===== src/rtl/sdes_iterative_core.sv =====
// Iterative S-DES engine: IP on accept, one fk+SW step, then fk+IP^-1 into the result register.
// Three clocked steps per block with a start/busy/done handshake and a one-cycle return to IDLE.
module sdes_iterative_core (
  input  logic       CLOCK_50,
  input  logic       RESET,
  input  logic       start,
  input  logic       encrypt,
  input  logic [7:0] msg_in,
  input  logic [7:0] subkey1,
  input  logic [7:0] subkey2,
  output logic [7:0] data_out,
  output logic       busy,
  output logic       done
);

  // Handshake: start is sampled only in IDLE. busy is high from the accepting edge
  // until the FSM returns to IDLE. done is a one-cycle pulse coincident with valid data_out.
  localparam logic [1:0] ST_IDLE = 2'd0;
  localparam logic [1:0] ST_R1   = 2'd1;
  localparam logic [1:0] ST_R2   = 2'd2;
  localparam logic [1:0] ST_DONE = 2'd3;

  logic [1:0] r_state;
  logic [7:0] r_block;
  logic [7:0] r_ka;
  logic [7:0] r_kb;
  logic [7:0] r_data_out;
  logic       r_done;

  logic [7:0] w_ip;
  logic [7:0] w_round_key;
  logic [7:0] w_fk;
  logic [7:0] w_swapped;
  logic [7:0] w_final;

  function automatic logic [7:0] f_ip(input logic [7:0] x);
    f_ip = {x[6], x[2], x[5], x[7], x[4], x[0], x[3], x[1]};
  endfunction

  function automatic logic [7:0] f_ip_inv(input logic [7:0] x);
    f_ip_inv = {x[4], x[7], x[5], x[3], x[1], x[6], x[0], x[2]};
  endfunction

  function automatic logic [7:0] f_ep(input logic [3:0] r);
    f_ep = {r[0], r[3], r[2], r[1], r[2], r[1], r[0], r[3]};
  endfunction

  function automatic logic [3:0] f_p4(input logic [3:0] s);
    f_p4 = {s[2], s[0], s[1], s[3]};
  endfunction

  // Case selector is {row, col}: row from outer bits, column from inner bits.
  function automatic logic [1:0] f_s0(input logic [3:0] v);
    logic [1:0] res;
    case ({v[3], v[0], v[2], v[1]})
      4'd0:    res = 2'd1;
      4'd1:    res = 2'd0;
      4'd2:    res = 2'd3;
      4'd3:    res = 2'd2;
      4'd4:    res = 2'd3;
      4'd5:    res = 2'd2;
      4'd6:    res = 2'd1;
      4'd7:    res = 2'd0;
      4'd8:    res = 2'd0;
      4'd9:    res = 2'd2;
      4'd10:   res = 2'd1;
      4'd11:   res = 2'd3;
      4'd12:   res = 2'd3;
      4'd13:   res = 2'd1;
      4'd14:   res = 2'd3;
      default: res = 2'd2;
    endcase
    f_s0 = res;
  endfunction

  function automatic logic [1:0] f_s1(input logic [3:0] v);
    logic [1:0] res;
    case ({v[3], v[0], v[2], v[1]})
      4'd0:    res = 2'd0;
      4'd1:    res = 2'd1;
      4'd2:    res = 2'd2;
      4'd3:    res = 2'd3;
      4'd4:    res = 2'd2;
      4'd5:    res = 2'd0;
      4'd6:    res = 2'd1;
      4'd7:    res = 2'd3;
      4'd8:    res = 2'd3;
      4'd9:    res = 2'd0;
      4'd10:   res = 2'd1;
      4'd11:   res = 2'd0;
      4'd12:   res = 2'd2;
      4'd13:   res = 2'd1;
      4'd14:   res = 2'd0;
      default: res = 2'd3;
    endcase
    f_s1 = res;
  endfunction

  function automatic logic [3:0] f_round(input logic [3:0] r, input logic [7:0] k);
    logic [7:0] mixed;
    mixed   = f_ep(r) ^ k;
    f_round = f_p4({f_s0(mixed[7:4]), f_s1(mixed[3:0])});
  endfunction

  function automatic logic [7:0] f_fk(input logic [7:0] blk, input logic [7:0] k);
    f_fk = {blk[7:4] ^ f_round(blk[3:0], k), blk[3:0]};
  endfunction

  // Single shared fk datapath; the round key is chosen by which step is executing.
  assign w_ip        = f_ip(msg_in);
  assign w_round_key = (r_state == ST_R1) ? r_ka : r_kb;
  assign w_fk        = f_fk(r_block, w_round_key);
  assign w_swapped   = {w_fk[3:0], w_fk[7:4]};
  assign w_final     = f_ip_inv(w_fk);

  always_ff @(posedge CLOCK_50) begin
    if (RESET) begin
      r_state    <= ST_IDLE;
      r_block    <= 8'h00;
      r_ka       <= 8'h00;
      r_kb       <= 8'h00;
      r_data_out <= 8'h00;
      r_done     <= 1'b0;
    end else begin
      case (r_state)
        ST_IDLE: begin
          r_done <= 1'b0;
          if (start) begin
            r_block <= w_ip;
            r_ka    <= encrypt ? subkey1 : subkey2;
            r_kb    <= encrypt ? subkey2 : subkey1;
            r_state <= ST_R1;
          end
        end
        ST_R1: begin
          r_block <= w_swapped;
          r_state <= ST_R2;
        end
        ST_R2: begin
          r_data_out <= w_final;
          r_done     <= 1'b1;
          r_state    <= ST_DONE;
        end
        default: begin
          r_done  <= 1'b0;
          r_state <= ST_IDLE;
        end
      endcase
    end
  end

  assign data_out = r_data_out;
  assign done     = r_done;
  assign busy     = (r_state != ST_IDLE);

endmodule

===== config.mk =====
export PLATFORM = sky130hd
export DESIGN_NAME = sdes_iterative_core
export DESIGN_NICKNAME = d
export VERILOG_FILES = /design/src/rtl/sdes_iterative_core.sv
export SDC_FILE = /design/constraint.sdc
export NUM_CORES = 1
export LEC_CHECK = 0
export CORE_MARGIN = 5
export CORE_UTILIZATION = 46
export CTS_CLUSTER_SIZE = 30
export DETAILED_ROUTE_END_ITERATION = 10
export GPL_TIMING_DRIVEN = 0
export HOLD_SLACK_MARGIN = 0.15
export PLACE_DENSITY = 0.83
export SKIP_CTS_REPAIR_TIMING = 1
export SLEW_MARGIN = 25
export SYNTH_ARGS = -nofsm -noshare
export SYNTH_HDL_FRONTEND = slang
export SYNTH_SLANG_ARGS = --single-unit
export TNS_END_PERCENT = 20

===== constraint.sdc =====
create_clock -name CLOCK_50 -period 1.99 [get_ports CLOCK_50]
set_input_delay 0.199 -clock CLOCK_50 [delete_from_list [all_inputs] [get_ports CLOCK_50]]
set_output_delay 0.199 -clock CLOCK_50 [all_outputs]
set_load 0.01 [all_outputs]

==> results.json <==
{
  "clock_path_buffers": 2,
  "grt.total_usage": 0.159,
  "synth_compound_area_frac": 0.150,
  "io_buffers": 35,
  "synth-seq-area-share": 0.375,
  "synthCells": 203,
  "skew_ns": 0.00744,
  "final_max_slew_viol_count": 0,
  "cp_num_buf_inv": 3,
  "status": "finished, violations left",
  "wire_per_inst_um": 14.5,
  "syn_area_per_cell_sq_um": 9.21,
  "dr.first_iter.drc_count": 75,
  "diodes": 0,
  "max_freq_mhz": 448,
  "initial_core_util": 0.471,
  "dpl.cell_count": 288,
  "max_slew.worst_pin.slew_ns": 0.578,
  "die-area_sq_mm": 0.00544,
  "setup_tns_ns": -0.892,
  "drt-total-wl_mm": 4.29,
  "place_hpwl_mm": 3.07,
  "synth_top_area_frac": 0.375,
  "rsz0062_at_grt": "yes",
  "cp_top_family": "simple AND/OR/NAND/NOR gates",
  "report.power.total_mw": 4.08,
  "whs_endpoint": "data_out[5]",
  "ys_ff_latch": 35,
  "synth.area.mux_share": 0.197,
  "coreArea_sq_mm": 0.00397,
  "syn_to_final_growth_pct": 33.6,
  "synth_area_leader_cell": "dfxtp_1",
  "r2r_cells": 11,
  "via_per_inst": 5.40,
  "min_period_ns": 2.23,
  "ios": 38,
  "leakage_nw": 0.953,
  "clk_pin_slew_worst_paths_ns": 0.07,
  "root_buffer": "clkbuf_8",
  "cap_violations": 0,
  "cts_tree": "built",
  "clock-sinks": 35,
  "critPathCaptureType": "register",
  "htreeDepth": 2,
  "vdd_drop_max_mv": 0.586,
  "clk_latency_ns": 0.28,
  "yosys.area_share.simple": 0.125,
  "finalHoldViolCount": 0,
  "grt_max_degree": 11,
  "row_count": 23,
  "netlist_area_sq_mm": 0.00187,
  "required_ns": 2.20,
  "hold_path.class": "in2reg",
  "yosysUniqueCellTypes": 35,
  "synth_top_family_by_area": "multiplexers",
  "nets": 279,
  "critical_path_arrival_ns": 2.45,
  "r2r_slack_ns": -0.24,
  "grt_overflow": 0,
  "place.gp.congestion": 0.771,
  "cp_slowest_cell": "or4_1",
  "synthXorXnorAreaFrac": 0.0743,
  "reg2reg_to": "r_block[1]",
  "place_area_sq_mm": 0.00230,
  "setup_viol": 8,
  "stdcell_area_sq_mm": 0.00250,
  "numCtsBuffers": 5,
  "syn-num-nets": 235,
  "die_h_um": 73.7,
  "min_path_cells": 2,
  "final_cells": 297,
  "power_density_mw_per_mm2": 1630,
  "violations": "setup timing",
  "final_layout_size_suffix_gt1_frac": 0.121,
  "final_antenna_net_count": 0,
  "synth_fa_ha_area_frac": 0.0268,
  "slew_headroom": 0.615,
  "path_class": "reg2reg",
  "yosys_warnings": 0,
  "vias": 1604,
  "finalCritPeriodShare": 1.12,
  "r2r_start": "r_state[1]",
  "die-width_um": 73.7,
  "path_cells": "inv_2 -> ha_4 -> buf_12 -> mux2i_1 -> xnor2_1 -> inv_1 -> ha_1 -> nand2_1 -> o21ai_2 -> or4_1 -> a31oi_1",
  "cp-start-kind": "register",
  "dp_slack_ns": -0.269,
  "synthTopCellsByArea": "dfxtp_1 (37%), mux2i_1 (18%), a211oi_1 (9.6%), nor2_1 (6.0%), xnor2_1 (3.7%)",
  "drc": 0,
  "drtPass1Iterations": 4,
  "grt_pass1_wl_mm": 6.66,
  "slowest_delay_ns": 0.41,
  "cp_max_fo": 4,
  "fin_ws_ns": -0.243,
  "hp-start": "RESET",
  "grt_pass1_vias": 1520,
  "antenna_found_initial": 0
}
state kept, by name, indices dropped and copies added, names as in the netlist:
signal and count:
data_out 8, r_block 8, r_ka 8, r_kb 8
r_state 2, done 1
cell usage after synthesis:
master,n
o31ai_1,1
buf_2,2
and3_1,3
dfxtp_1,35
o211ai_1,1
nand4_1,3
o21ai_0,1
o21ai_1,3
nor3_1,1
inv_1,7
xnor2_1,8
a211oi_1,24
a31oi_1,3
or3_1,3
nand2b_1,1
buf_1,3
or4_1,1
xor2_1,6
and4_1,2
a21o_1,1
o22ai_1,1
a21oi_1,3
mux2i_1,33
xnor2_2,1
and2_1,1
nand2_1,2
mux2i_2,2
nor2_1,30
ha_1,4
a21oi_2,1
mux2_2,1
nand3_1,3
o21ai_2,1
buf_6,1
clkbuf_1,10
metal layers:
layer  track usage  routed length, um
met5             0                  0
met4        0.0584                 57
met1         0.181               1840
met2         0.286               2100
met3        0.0383                294
metrics by stage:
step                      utilization  hold WS [ns]
final                           0.629         0.220
after detailed placement        0.579         0.477
after floorplan                     -         0.365
after global placement          0.579         0.471
after CTS                       0.605         0.217
after global routing            0.629         0.242
placed cells by master (no fill, tap or decap), types with 2 or more instances in the layout:
master	instances
clkdlybuf4s50_1	35
dfxtp_1	33
mux2i_1	30
nor2_1	30
a211oi_1	23
clkbuf_1	9
inv_1	6
xnor2_1	6
xor2_1	5
clkbuf_8	5
mux2i_2	3
xnor2_2	3
o21ai_1	3
and3_1	3
a21oi_1	3
nand3_1	3
a31oi_1	3
nand4_1	3
or3_1	3
buf_1	3
ha_1	3
buf_12	2
buf_2	2
mux2i_4	2
and4_1	2
nand2_1	2
dfxtp_2	2
buf_4	2
kinds of logic after synthesis:
| group | count (synthesis) |
|---|---|
| xor gates and xnor gates | 15 |
| buffers and inverters | 23 |
| adders and majority gates | 4 |
| muxes | 36 |
| AOI/OAI and AO/OA | 40 |
| and+or+nand+nor | 50 |
| DFF | 35 |
worst reg2reg max path, delay by kind of cell, from the launching register on:
| kind | cells | cell delay [ns] |
|---|---|---|
| AND/OR/NAND/NOR | 2 | 0.48 |
| flip-flops | 1 | 0.34 |
| multiplexers | 1 | 0.12 |
| XOR/XNOR | 1 | 0.27 |
| AO/OA/AOI/OAI | 2 | 0.25 |
| adder cells (fa/ha/maj) | 2 | 0.45 |
| buffers and inverters | 3 | 0.27 |
cell type report:
cell class / instances / area, sq um
multi-input cells: 145 / 1140
clock inverters: 1 / 30.0
flip-flops and latches: 35 / 703
well taps: 50 / 62.6
fillers: 367 / 1470
plain buffers: 15 / 76.3
inverters: 7 / 26.3
clock buffers: 6 / 72.6
repair buffers: 38 / 385
where the power goes:
part	leakage, nW	internal, mW	switching, mW
clock	0.0513	0.367	0.244
combinational	0.613	1.11	1.23
sequential	0.289	0.943	0.187
worst max path at each step:
stage	from	end	slack, ns	cells past startpoint
after floorplan	r_state[1]	r_block[1]	-0.12	11
final	r_state[1]	r_block[1]	-0.24	11
after CTS	r_state[1]	r_block[1]	-0.32	11
after detailed placement	r_state[1]	r_block[1]	-0.27	11
after global placement	r_state[1]	r_block[1]	-0.24	11
after global routing	r_state[1]	r_block[1]	-0.38	11
No activity file was read; power rests on OpenSTA's default activity.
